## config.mk

```make
export PLATFORM = sky130hd
export DESIGN_NAME = instr_fetch
export DESIGN_NICKNAME = d
export VERILOG_FILES = /design/src/rtl/instr_fetch.sv
export SDC_FILE = /design/constraint.sdc
export NUM_CORES = 1
export LEC_CHECK = 0
export CAP_MARGIN = 0
export CORE_MARGIN = 1
export CORE_UTILIZATION = 40
export CTS_BUF_LIST = sky130_fd_sc_hd__clkbuf_2
export CTS_CLUSTER_DIAMETER = 150
export CTS_CLUSTER_SIZE = 24
export DETAILED_ROUTE_END_ITERATION = 10
export MAX_ROUTING_LAYER = met4
export SLEW_MARGIN = 20
export SYNTH_ARGS = -nofsm -noshare
export SYNTH_HDL_FRONTEND = slang
export SYNTH_SLANG_ARGS = --single-unit
```

## constraint.sdc

```tcl
create_clock -name clk -period 4.15 [get_ports clk]
set_input_delay 0.83 -clock clk [delete_from_list [all_inputs] [get_ports clk]]
set_output_delay 0.83 -clock clk [all_outputs]
set_load 0.03 [all_outputs]
```

## src/rtl/instr_fetch.sv

```systemverilog
// Instruction fetch stage: loadable program memory plus PC, one word presented to the CU at a time.
// Optional feature macro: IFU_JUMP_EN (adds jump_en / jump_addr redirect on retire).
module instr_fetch #(
   parameter int INSTR_WIDTH = 20,
   parameter int PC_BITS     = 5
) (
   input  logic                   clk,
   input  logic                   rst,
   input  logic                   start,
   input  logic                   load_en,
   input  logic [PC_BITS-1:0]     load_addr,
   input  logic [INSTR_WIDTH-1:0] load_data,
   input  logic                   instr_ready,
`ifdef IFU_JUMP_EN
   input  logic                   jump_en,
   input  logic [PC_BITS-1:0]     jump_addr,
`endif
   output logic [INSTR_WIDTH-1:0] instr,
   output logic                   instr_valid,
   output logic [PC_BITS-1:0]     pc,
   output logic                   halted
);

   localparam int                 DEPTH   = 2**PC_BITS;
   localparam int                 CLS_HI  = INSTR_WIDTH - 1;
   localparam int                 CLS_LO  = INSTR_WIDTH - 2;
   localparam logic [PC_BITS-1:0] LAST_PC = {PC_BITS{1'b1}};
   localparam logic [PC_BITS-1:0] ZERO_PC = {PC_BITS{1'b0}};

   typedef enum logic [1:0] {
      ST_IDLE    = 2'b00,
      ST_FETCH   = 2'b01,
      ST_PRESENT = 2'b10,
      ST_HALT    = 2'b11
   } state_t;

   state_t                 state_r, state_nxt_s;
   logic [INSTR_WIDTH-1:0] mem_r [DEPTH];
   logic [INSTR_WIDTH-1:0] instr_r;
   logic                   valid_r;
   logic [PC_BITS-1:0]     pc_r, pc_nxt_s;
   logic                   halted_r, halted_nxt_s;
   logic                   fetch_s, clear_s, mem_we_s;
   logic                   jump_take_s;
   logic [PC_BITS-1:0]     jump_tgt_s;

   // A class field of zero marks the halt word.
   function automatic logic is_halt_word(input logic [INSTR_WIDTH-1:0] w);
      return (w[CLS_HI:CLS_LO] == 2'b00);
   endfunction

`ifdef IFU_JUMP_EN
   assign jump_take_s = jump_en;
   assign jump_tgt_s  = jump_addr;
`else
   assign jump_take_s = 1'b0;
   assign jump_tgt_s  = ZERO_PC;
`endif

   // State register
   always_ff @(posedge clk or posedge rst) begin
      if (rst) begin
         state_r <= ST_IDLE;
      end else begin
         state_r <= state_nxt_s;
      end
   end

   // Next-state logic; valid_r low in PRESENT means the fetched word was a halt word
   always_comb begin
      state_nxt_s = state_r;
      case (state_r)
         ST_IDLE, ST_HALT: begin
            if (start) state_nxt_s = ST_FETCH;
            else       state_nxt_s = state_r;
         end
         ST_FETCH: state_nxt_s = ST_PRESENT;
         ST_PRESENT: begin
            if (!valid_r)                state_nxt_s = ST_HALT;
            else if (!instr_ready)       state_nxt_s = ST_PRESENT;
            else if (jump_take_s)        state_nxt_s = ST_FETCH;
            else if (pc_r == LAST_PC)    state_nxt_s = ST_HALT;
            else                         state_nxt_s = ST_FETCH;
         end
         default: state_nxt_s = ST_IDLE;
      endcase
   end

   // Output / datapath control decoded from the current state
   always_comb begin
      pc_nxt_s     = pc_r;
      halted_nxt_s = halted_r;
      fetch_s      = 1'b0;
      clear_s      = 1'b0;
      mem_we_s     = 1'b0;
      case (state_r)
         ST_IDLE, ST_HALT: begin
            mem_we_s = load_en;
            if (start) begin
               pc_nxt_s     = ZERO_PC;
               halted_nxt_s = 1'b0;
            end else begin
               pc_nxt_s     = pc_r;
               halted_nxt_s = halted_r;
            end
         end
         ST_FETCH: fetch_s = 1'b1;
         ST_PRESENT: begin
            if (!valid_r) begin
               clear_s      = 1'b1;
               halted_nxt_s = 1'b1;
            end else if (instr_ready) begin
               clear_s = 1'b1;
               if (jump_take_s)          pc_nxt_s     = jump_tgt_s;
               else if (pc_r == LAST_PC) halted_nxt_s = 1'b1;
               else                      pc_nxt_s     = pc_r + PC_BITS'(1);
            end else begin
               clear_s = 1'b0;
            end
         end
         default: begin
            clear_s      = 1'b1;
            pc_nxt_s     = ZERO_PC;
            halted_nxt_s = 1'b0;
         end
      endcase
   end

   // Registered outputs; instr_r doubles as the synchronous read register of the memory
   always_ff @(posedge clk or posedge rst) begin
      if (rst) begin
         pc_r     <= ZERO_PC;
         halted_r <= 1'b0;
         instr_r  <= {INSTR_WIDTH{1'b0}};
         valid_r  <= 1'b0;
      end else begin
         pc_r     <= pc_nxt_s;
         halted_r <= halted_nxt_s;
         if (fetch_s) begin
            instr_r <= mem_r[pc_r];
            valid_r <= !is_halt_word(mem_r[pc_r]);
         end else if (clear_s) begin
            instr_r <= {INSTR_WIDTH{1'b0}};
            valid_r <= 1'b0;
         end
      end
   end

   // Program memory write port; contents survive reset
   always_ff @(posedge clk) begin
      if (mem_we_s) mem_r[load_addr] <= load_data;
   end

   assign instr       = instr_r;
   assign instr_valid = valid_r;
   assign pc          = pc_r;
   assign halted      = halted_r;

endmodule

```

==> results of run 1 <==
-- logic make-up (layout without fill, tap and decap cells) --
group                      Yosys count  count (layout)
AOI/OAI and AO/OA                   54              54
muxes                              207             207
adders and majority gates            4               4
and+or+nand+nor                    153             153
buffers and inverters               66             181
DFF                                669             669
other                                0               1
-- power breakdown --
group | switching [mW] | internal [mW] | total [mW] | leakage, nW
clock network | 1.85 | 0.339 | 2.19 | 0.237
logic | 1.22 | 0.894 | 2.11 | 2.16
registers | 0.184 | 7.61 | 7.79 | 6.12
total | 3.25 | 8.84 | 12.1 | 8.51
-- state kept, by name, indices dropped and copies added (netlist names) --
signal / count
instr: 20
pc: 5
halted: 1
state_r: 2
instr_valid: 1
mem_r: 640
-- per-layer routing --
| layer | GRT usage, % | up-vias | share of wire [%] |
|---|---|---|---|
| met5 | - | - | 0 |
| met4 | 3.19 | 0 | 1.5 |
| met3 | 2.48 | 52 | 5.2 |
| met2 | 28.4 | 283 | 49 |
| met1 | 25.5 | 6494 | 45 |
| li1 | - | 4976 | - |
-- metrics by stage --
stage | instance area [µm²] | total power [mW] | util [%]
floorplan | 25700 | 9.22 | -
global placement | 27600 | 10.1 | 43.6
detailed placement | 27600 | 10.1 | 43.6
CTS | 27900 | 12.2 | 44.1
global route | 27900 | 12.6 | 44.0
finish | 27900 | 12.1 | 44.0
-- what timing repair did --
action	in CTS	in global routing
endpoints found under the hold margin	11	0
endpoints found under the setup margin	0	0
hold buffers	1	0
gates resized for setup	0	0
-- area by class of cell --
type	count	area, µm²	share of cell area (%)
antenna	1	2.50	0.00898
clock buffer	56	280	1.01
clock inverter	1	5.00	0.0180
inverter	6	23.8	0.0853
multi-input combinational	418	5510	19.8
sequential	669	20000	71.6
tap	846	1060	3.80
timing repair buffer	118	1020	3.67
-- worst max path at each step --
| stage | slack, ns | cells past startpoint | endpoint | startpoint |
|---|---|---|---|---|
| after global routing | 0.17 | 1 | pc[0] | pc[0] |
| after CTS | 0.16 | 1 | pc[0] | pc[0] |
| after floorplan | 1.41 | 7 | mem_r[12][0] | state_r[0] |
| final | 0.42 | 1 | pc[0] | pc[0] |
| after global placement | 1.23 | 5 | instr[3] | pc[0] |
| after detailed placement | 1.19 | 5 | instr[3] | pc[0] |
-- cells in the final DEF (no fill, tap or decap), types with 3 or more instances in the layout --
| master | synthesis | final |
|---|---|---|
| mux2i_1 | 28 | 28 |
| buf_12 | 0 | 4 |
| o22ai_1 | 3 | 3 |
| a32oi_1 | 16 | 16 |
| ha_1 | 4 | 4 |
| nand2b_1 | 3 | 3 |
| buf_2 | 11 | 11 |
| nand2_1 | 91 | 91 |
| edfxtp_1 | 640 | 640 |
| nand3b_1 | 4 | 4 |
| nor2_1 | 40 | 7 |
| clkbuf_2 | 0 | 56 |
| o21ai_0 | 4 | 4 |
| or3_1 | 3 | 3 |
| mux4_2 | 166 | 166 |
| dfrtp_1 | 29 | 26 |
| mux4_1 | 11 | 11 |
| clkdlybuf4s50_1 | 0 | 45 |
| nor2_2 | 0 | 33 |
| a21oi_1 | 6 | 5 |
| o211ai_1 | 18 | 18 |
| nand4_1 | 4 | 4 |
| inv_1 | 4 | 3 |
| buf_4 | 8 | 57 |
==> run metrics, run 1 <==
Final Wtd Congestion=0.791; post-synthesis async set-or-reset flop share=4.33%; Die W=256 µm; fmax=268 MHz; Root Driver=clkbuf_2; final WL=57100 µm; Num Clock Sinks=669; largest net degree at the start of global routing=64; RSZ-0062 raised after global routing=false; flop-to-flop setup slack=1.26 ns; placed wire-length estimate=33600 µm; Layout fillers=5442; area share of fa/ha/maj cells after synthesis=0.194%; first-pass GRT wire length=84200 µm; clock tree buffer depth=3; mux cell area share after synthesis=16.8%; WL/cell=27.0 µm; Crit path buffers/inverters=1; hold path cells=1; Hold WC Path Type=input port to flop; Slew Limit Headroom=39.9%; Remaining Overflow, GRT=0; Leakage=8.51 nW; RR Endpoint=instr[6]; peak supply drop=193 µV; most frequent cell after synthesis=edfxtp_1; CTS tree=done; vias per inst=5.58; I/O Buffers=56; Synth area leader=edfxtp_1; biggest cell delay along the critical path=0.95 ns; Setup Buffers After CTS=0; Post-Route Skew=0.0561 ns; Max Slew Vio Count=0; crit-path cells=clkdlybuf4s50_1; CORE AREA=0.0633 mm²; Cell Count Post-Placement=2056; EDFF count, synth=640; Final ANT Viol Nets=0; launch point of the worst reg-to-reg path=pc[0]; Synth Flop Type=edfxtp_1; P&R area growth vs syn=8.21%; die area=0.0654 mm²; syn_nets=1187; Yosys top cell area share=74.7%; Post-Syn Area=0.0257 mm²; number of max-cap violations=0; initial antenna violation count=1; final cell count without fillers=2115; vias in the first global route=12100; IO Pins=57; worst skew pair latency=1.16 ns; Pre-Repair DR Iteration Count=5; fin crit share=90.0%; Netlist cell types=37; total global-route track usage=18.0%; Avg Synthesized Cell Area=22.3 µm²; main combinational cell family by area after synthesis=multiplexers; CP Class=flop to primary output; Clock transition at path regs=0.44 ns; most area-consuming cells after synthesis=edfxtp_1 75%, mux4_2 15%, dfrtp_1 2.8%; Pwr per Cell Area=434 mW/mm²; residual DRC count=0; Post-Synthesis Cells=1153; critical path required time=3.32 ns; post-synthesis sequential area ratio=77.5%; compound-gate portion of the synthesized area=1.57%; Layout Nets=1278; Crit Path Max Fanout=30; arrival time at the worst endpoint=2.90 ns; #FFs+latches synth=669; H-Tree Depth=1; CP endpoint kind=primary output; Worst setup SP type=flop; Crit-path slowest cell=dfrtp_4; final setup margin=0.417 ns; worst reg-to-reg path cell count=5; delay-heaviest family, CP=flip-flops; hold_sp=load_data[3]; num rows=92; height of the die=256 µm; Worst Hold End=mem_r[19][3]; pre-CTS WS=1.19 ns; TNS Setup=0 ns; post-synthesis xor/xnor area fraction=0%; top post-synthesis cells by count=640 x edfxtp_1, 166 x mux4_2, 91 x nand2_1; CTS buffer count=31; Starting Density=40.7%; fraction of layout cells with a size suffix above 1=26.7%; Synth Warn #=0; Simple-Gate Fraction of Synth Area=2.48%; Worst-Margin Slew=0.900 ns; Via Count=11800; DR iter-0 viols=1094; Hold Fails Final Rpt=0; Final min period=3.73 ns; Setup-failing EPs final=0; outcome=completed; hold_ws=0.119 ns
No activity file was read; power rests on OpenSTA's default activity.
==> run 2: changes to the inputs <==
CAP_MARGIN = unset   (was 0)
SLEW_MARGIN = unset   (was 20)
==> run metrics, run 2 (synthesis gave the netlist of run 1 again) <==
Crit-path slowest cell=dfrtp_4; placed wire-length estimate=33600 µm; Final Wtd Congestion=0.791; Hold Fails Final Rpt=0; launch point of the worst reg-to-reg path=pc[0]; die area=0.0654 mm²; vias per inst=5.59; Die W=256 µm; delay-heaviest family, CP=flip-flops; IO Pins=57; CTS tree=done; crit-path cells=clkdlybuf4s50_1; worst reg-to-reg path cell count=5; Crit path buffers/inverters=1; Final min period=3.75 ns; Setup Buffers After CTS=0; DR iter-0 viols=1174; I/O Buffers=56; Layout Nets=1278; # resized after CTS=0; pre-CTS WS=1.20 ns; Clock transition at path regs=0.43 ns; total global-route track usage=18.1%; initial antenna violation count=1; clock tree buffer depth=3; final setup margin=0.402 ns; Post-Route Skew=0.0736 ns; critical path required time=3.32 ns; Crit Path Max Fanout=30; CTS buffer count=31; worst skew pair latency=1.21 ns; Starting Density=40.7%; CORE AREA=0.0633 mm²; WL/cell=27.1 µm; Layout fillers=5444; Num Clock Sinks=669; Pre-Repair DR Iteration Count=5; number of max-cap violations=0; TNS Setup=0 ns; Worst-Margin Slew=1.28 ns; Slew Limit Headroom=14.3%; fraction of layout cells with a size suffix above 1=25.8%; flop-to-flop setup slack=1.28 ns; H-Tree Depth=1; most common cell after layout, fill and taps aside=edfxtp_1; RR Endpoint=instr[3]; design area=0.0279 mm²; final core occ=44.1%; RSZ-0062 raised after global routing=false; largest net degree at the start of global routing=64; outcome=completed; largest reg by FF count=mem_r; Max Slew Vio Count=0; height of the die=256 µm; most frequent cells in the layout=640 x edfxtp_1, 166 x mux4_2, 91 x nand2_1; area of the multi-input gates=0.00551 mm²; CP endpoint kind=primary output; Remaining Overflow, GRT=0; biggest cell delay along the critical path=0.94 ns; P&R area growth vs syn=8.42%; hold_sp=start; Setup-failing EPs final=0; arrival time at the worst endpoint=2.92 ns; first-pass GRT wire length=84600 µm; FF/Latch Area=0.0200 mm²; num rows=92; Pwr per Cell Area=434 mW/mm²; hold buffers post-CTS=1; vias in the first global route=12000; Via Count=11800; Hold WC Path Type=input port to flop; number of flip-flops under the largest register name=640; residual DRC count=0; Root Driver=clkbuf_2; placed cell area=0.0276 mm²; fmax=267 MHz; fin crit share=90.3%; Worst Hold End=state_r[1]; final WL=57300 µm; Final ANT Viol Nets=0; Leakage=8.51 nW; peak supply drop=222 µV; CP Class=flop to primary output; hold path cells=2; Worst setup SP type=flop
[run 2: cell count changes in the layout (fill, tap and decap cells not counted)]
cell             previous run  this run
buf_2                      11         0
clkdlybuf4s50_1            45        56
clkinv_2                    2         1
inv_2                       0         1
[run 2: worst max-delay path by stage]
stage | cells past startpoint | start | to | slack (ns)
3_5_place_dp | 5 | pc[0] | instr[3] | 1.20
6_report | 1 | pc[0] | pc[0] | 0.40
2_1_floorplan | 7 | state_r[0] | mem_r[12][0] | 1.41
3_3_place_gp | 5 | pc[0] | instr[3] | 1.23
5_1_grt | 1 | pc[0] | pc[0] | 0.16
4_1_cts | 1 | pc[0] | pc[0] | 0.20
[run 2: layer usage]
layer / global-route usage (%) / share of wire (%)
met1: 25.8 / 45
met2: 28.5 / 48
met3: 2.44 / 5.2
met4: 3.06 / 1.6
met5: - / 0
[run 2: report_power, final]
part / leakage (nW) / switching, mW / total (mW) / internal (mW)
logic: 2.16 / 1.22 / 2.12 / 0.900
registers: 6.12 / 0.184 / 7.79 / 7.61
clock network: 0.237 / 1.87 / 2.21 / 0.339
total: 8.51 / 3.28 / 12.1 / 8.85
[run 2: metrics by stage]
stage,std cells,total power [mW],hold slack (ns)
after detailed placement,2056,10.1,0.488
after global placement,2056,10.1,0.475
final,2115,12.1,0.235
after floorplan,1153,9.22,0.542
after CTS,2114,12.2,0.120
after global routing,2115,12.6,0.130
[run 2: cell type report]
class                      count  area share (%)
antenna                        1         0.00897
sequential                   669            71.5
tap                          846            3.79
clock inverter                 1          0.0179
timing repair buffer         118            3.86
clock buffer                  56            1.00
multi-input combinational    418            19.7
inverter                       6          0.0807
==> run 3: changes to the inputs <==
CORE_UTILIZATION = 50   (was 40)
PLACE_DENSITY = 0.66   (was unset)
==> run metrics, run 3 (synthesis gave the netlist of run 1 again) <==
outcome=completed; arrival time at the worst endpoint=3.07 ns; most common cell after layout, fill and taps aside=edfxtp_1; Final min period=3.90 ns; Worst setup SP type=flop; placed wire-length estimate=32900 µm; CP Class=flop to primary output; switching part of the total power=26.5%; P&R area growth vs syn=7.94%; largest reg by FF count=mem_r; Crit Path Max Fanout=25; Final ANT Viol Nets=0; Max Slew Vio Count=0; design area=0.0278 mm²; IO Pins=57; met2 wire len=27100 µm; Pre-Repair DR Iteration Count=7; P_int=8.88 mW; clock tree buffer depth=3; combinational power share=17.5%; Hold Fails Final Rpt=0; RSZ-0062 raised after global routing=false; Via Count=12000; critical path required time=3.32 ns; Worst-Margin Slew=1.27 ns; worst skew pair latency=1.23 ns; CP endpoint kind=primary output; most frequent cells in the layout=640 x edfxtp_1, 166 x mux4_2, 91 x nand2_1; Layout fillers=3852; met3 wire length=3870 µm; CTS tree=done; Starting Density=51.0%; Final Wtd Congestion=0.824; number of max-cap violations=0; highest routed layer=met4; CTS buffer count=31; Clock transition at path regs=0.44 ns; Die W=229 µm; CORE AREA=0.0505 mm²; number of flip-flops under the largest register name=640; total global-route track usage=22.3%; H-Tree Depth=1; placed cell area=0.0274 mm²; Post-Route Skew=0.0954 ns; peak supply drop=263 µV; final WL=56100 µm; Setup-failing EPs final=0; fraction of layout cells with a size suffix above 1=25.8%; DR iter-0 viols=1373; fin crit share=94.1%; height of the die=229 µm; NetSw=3.21 mW; wire length on met1=24300 µm; first-pass GRT wire length=82500 µm; initial antenna violation count=3; largest net degree at the start of global routing=63; die area=0.0524 mm²; vias in the first global route=11900; Layout Nets=1278; clock power share=17.9%; I/O Buffers=56; Sequential Power Share=64.6%; Slew Limit Headroom=15.0%; Pwr per Cell Area=435 mW/mm²; vias per inst=6.18; Root Driver=clkbuf_2; WL/cell=28.9 µm; num rows=82; TNS Setup=0 ns; Hold WC Path Type=input port to flop; Remaining Overflow, GRT=0; Leakage=8.54 nW; residual DRC count=0; final core occ=55.0%; Num Clock Sinks=669; fmax=256 MHz
[run 3: repair_timing]
item                       CTS  global route
setup endpoints to repair    1             1
hold buffers                 1             0
buffers inserted             2             0
gates resized for setup      0             1
hold endpoints to repair    11             0
[run 3: stage by stage]
step                      hold slack [ns]  power (mW)  cells  setup WS, ns
after floorplan                     0.542        9.22   1153          1.41
after global placement              0.479        10.0   1880          1.18
after detailed placement            0.484        10.0   1880          1.13
after CTS                           0.160        12.2   1941        0.0272
after global routing                0.137        12.5   1944        0.0694
final                               0.302        12.1   1944         0.247
[run 3: critical path, stage by stage, from the launching register on]
cell and delay [ns]:
dfrtp_4 0.77, buf_12 0.29, clkdlybuf4s50_1 0.78
[run 3: area by class of cell]
cell class,instances,area (µm²),share of cell area [%]
diodes,3,7.51,0.0270
flip-flops and latches,669,20000,71.8
clock buffers,56,280,1.01
multi-input cells,418,5510,19.8
inverters,6,22.5,0.0811
repair buffers,118,1160,4.19
clock inverters,2,8.76,0.0315
well taps,672,841,3.03
[run 3: metal layers]
layer | track usage, % | vias to the layer above
met2 | 34.4 | 452
met1 | 33.0 | 6532
met3 | 2.86 | 54
li1 | - | 4977
met4 | 3.69 | 0
met5 | - | -
[run 3: power by group through the flow]
stage          Combinational [mW]  Clock, mW  Sequential [mW]
2_1_floorplan                1.19          0             8.02
3_3_place_gp                 2.06          0             7.97
3_5_place_dp                 2.08          0             7.97
4_1_cts                      2.13       2.24             7.81
5_1_grt                      2.25       2.43             7.82
6_report                     2.11       2.17             7.80
[run 3: final timing paths]
kind / from / end / slack, ns / cells past startpoint
max: pc[0] / pc[0] / 0.25 / 2
min: start / state_r[1] / 0.30 / 2
max reg2reg: pc[1] / pc[2] / 1.40 / 9
min reg2reg: instr[7] / instr[7] / 0.54 / 2
max in group asynchronous: rst / instr[15] / 2.81 / 4
min in group asynchronous: rst / instr[4] / 0.61 / 3
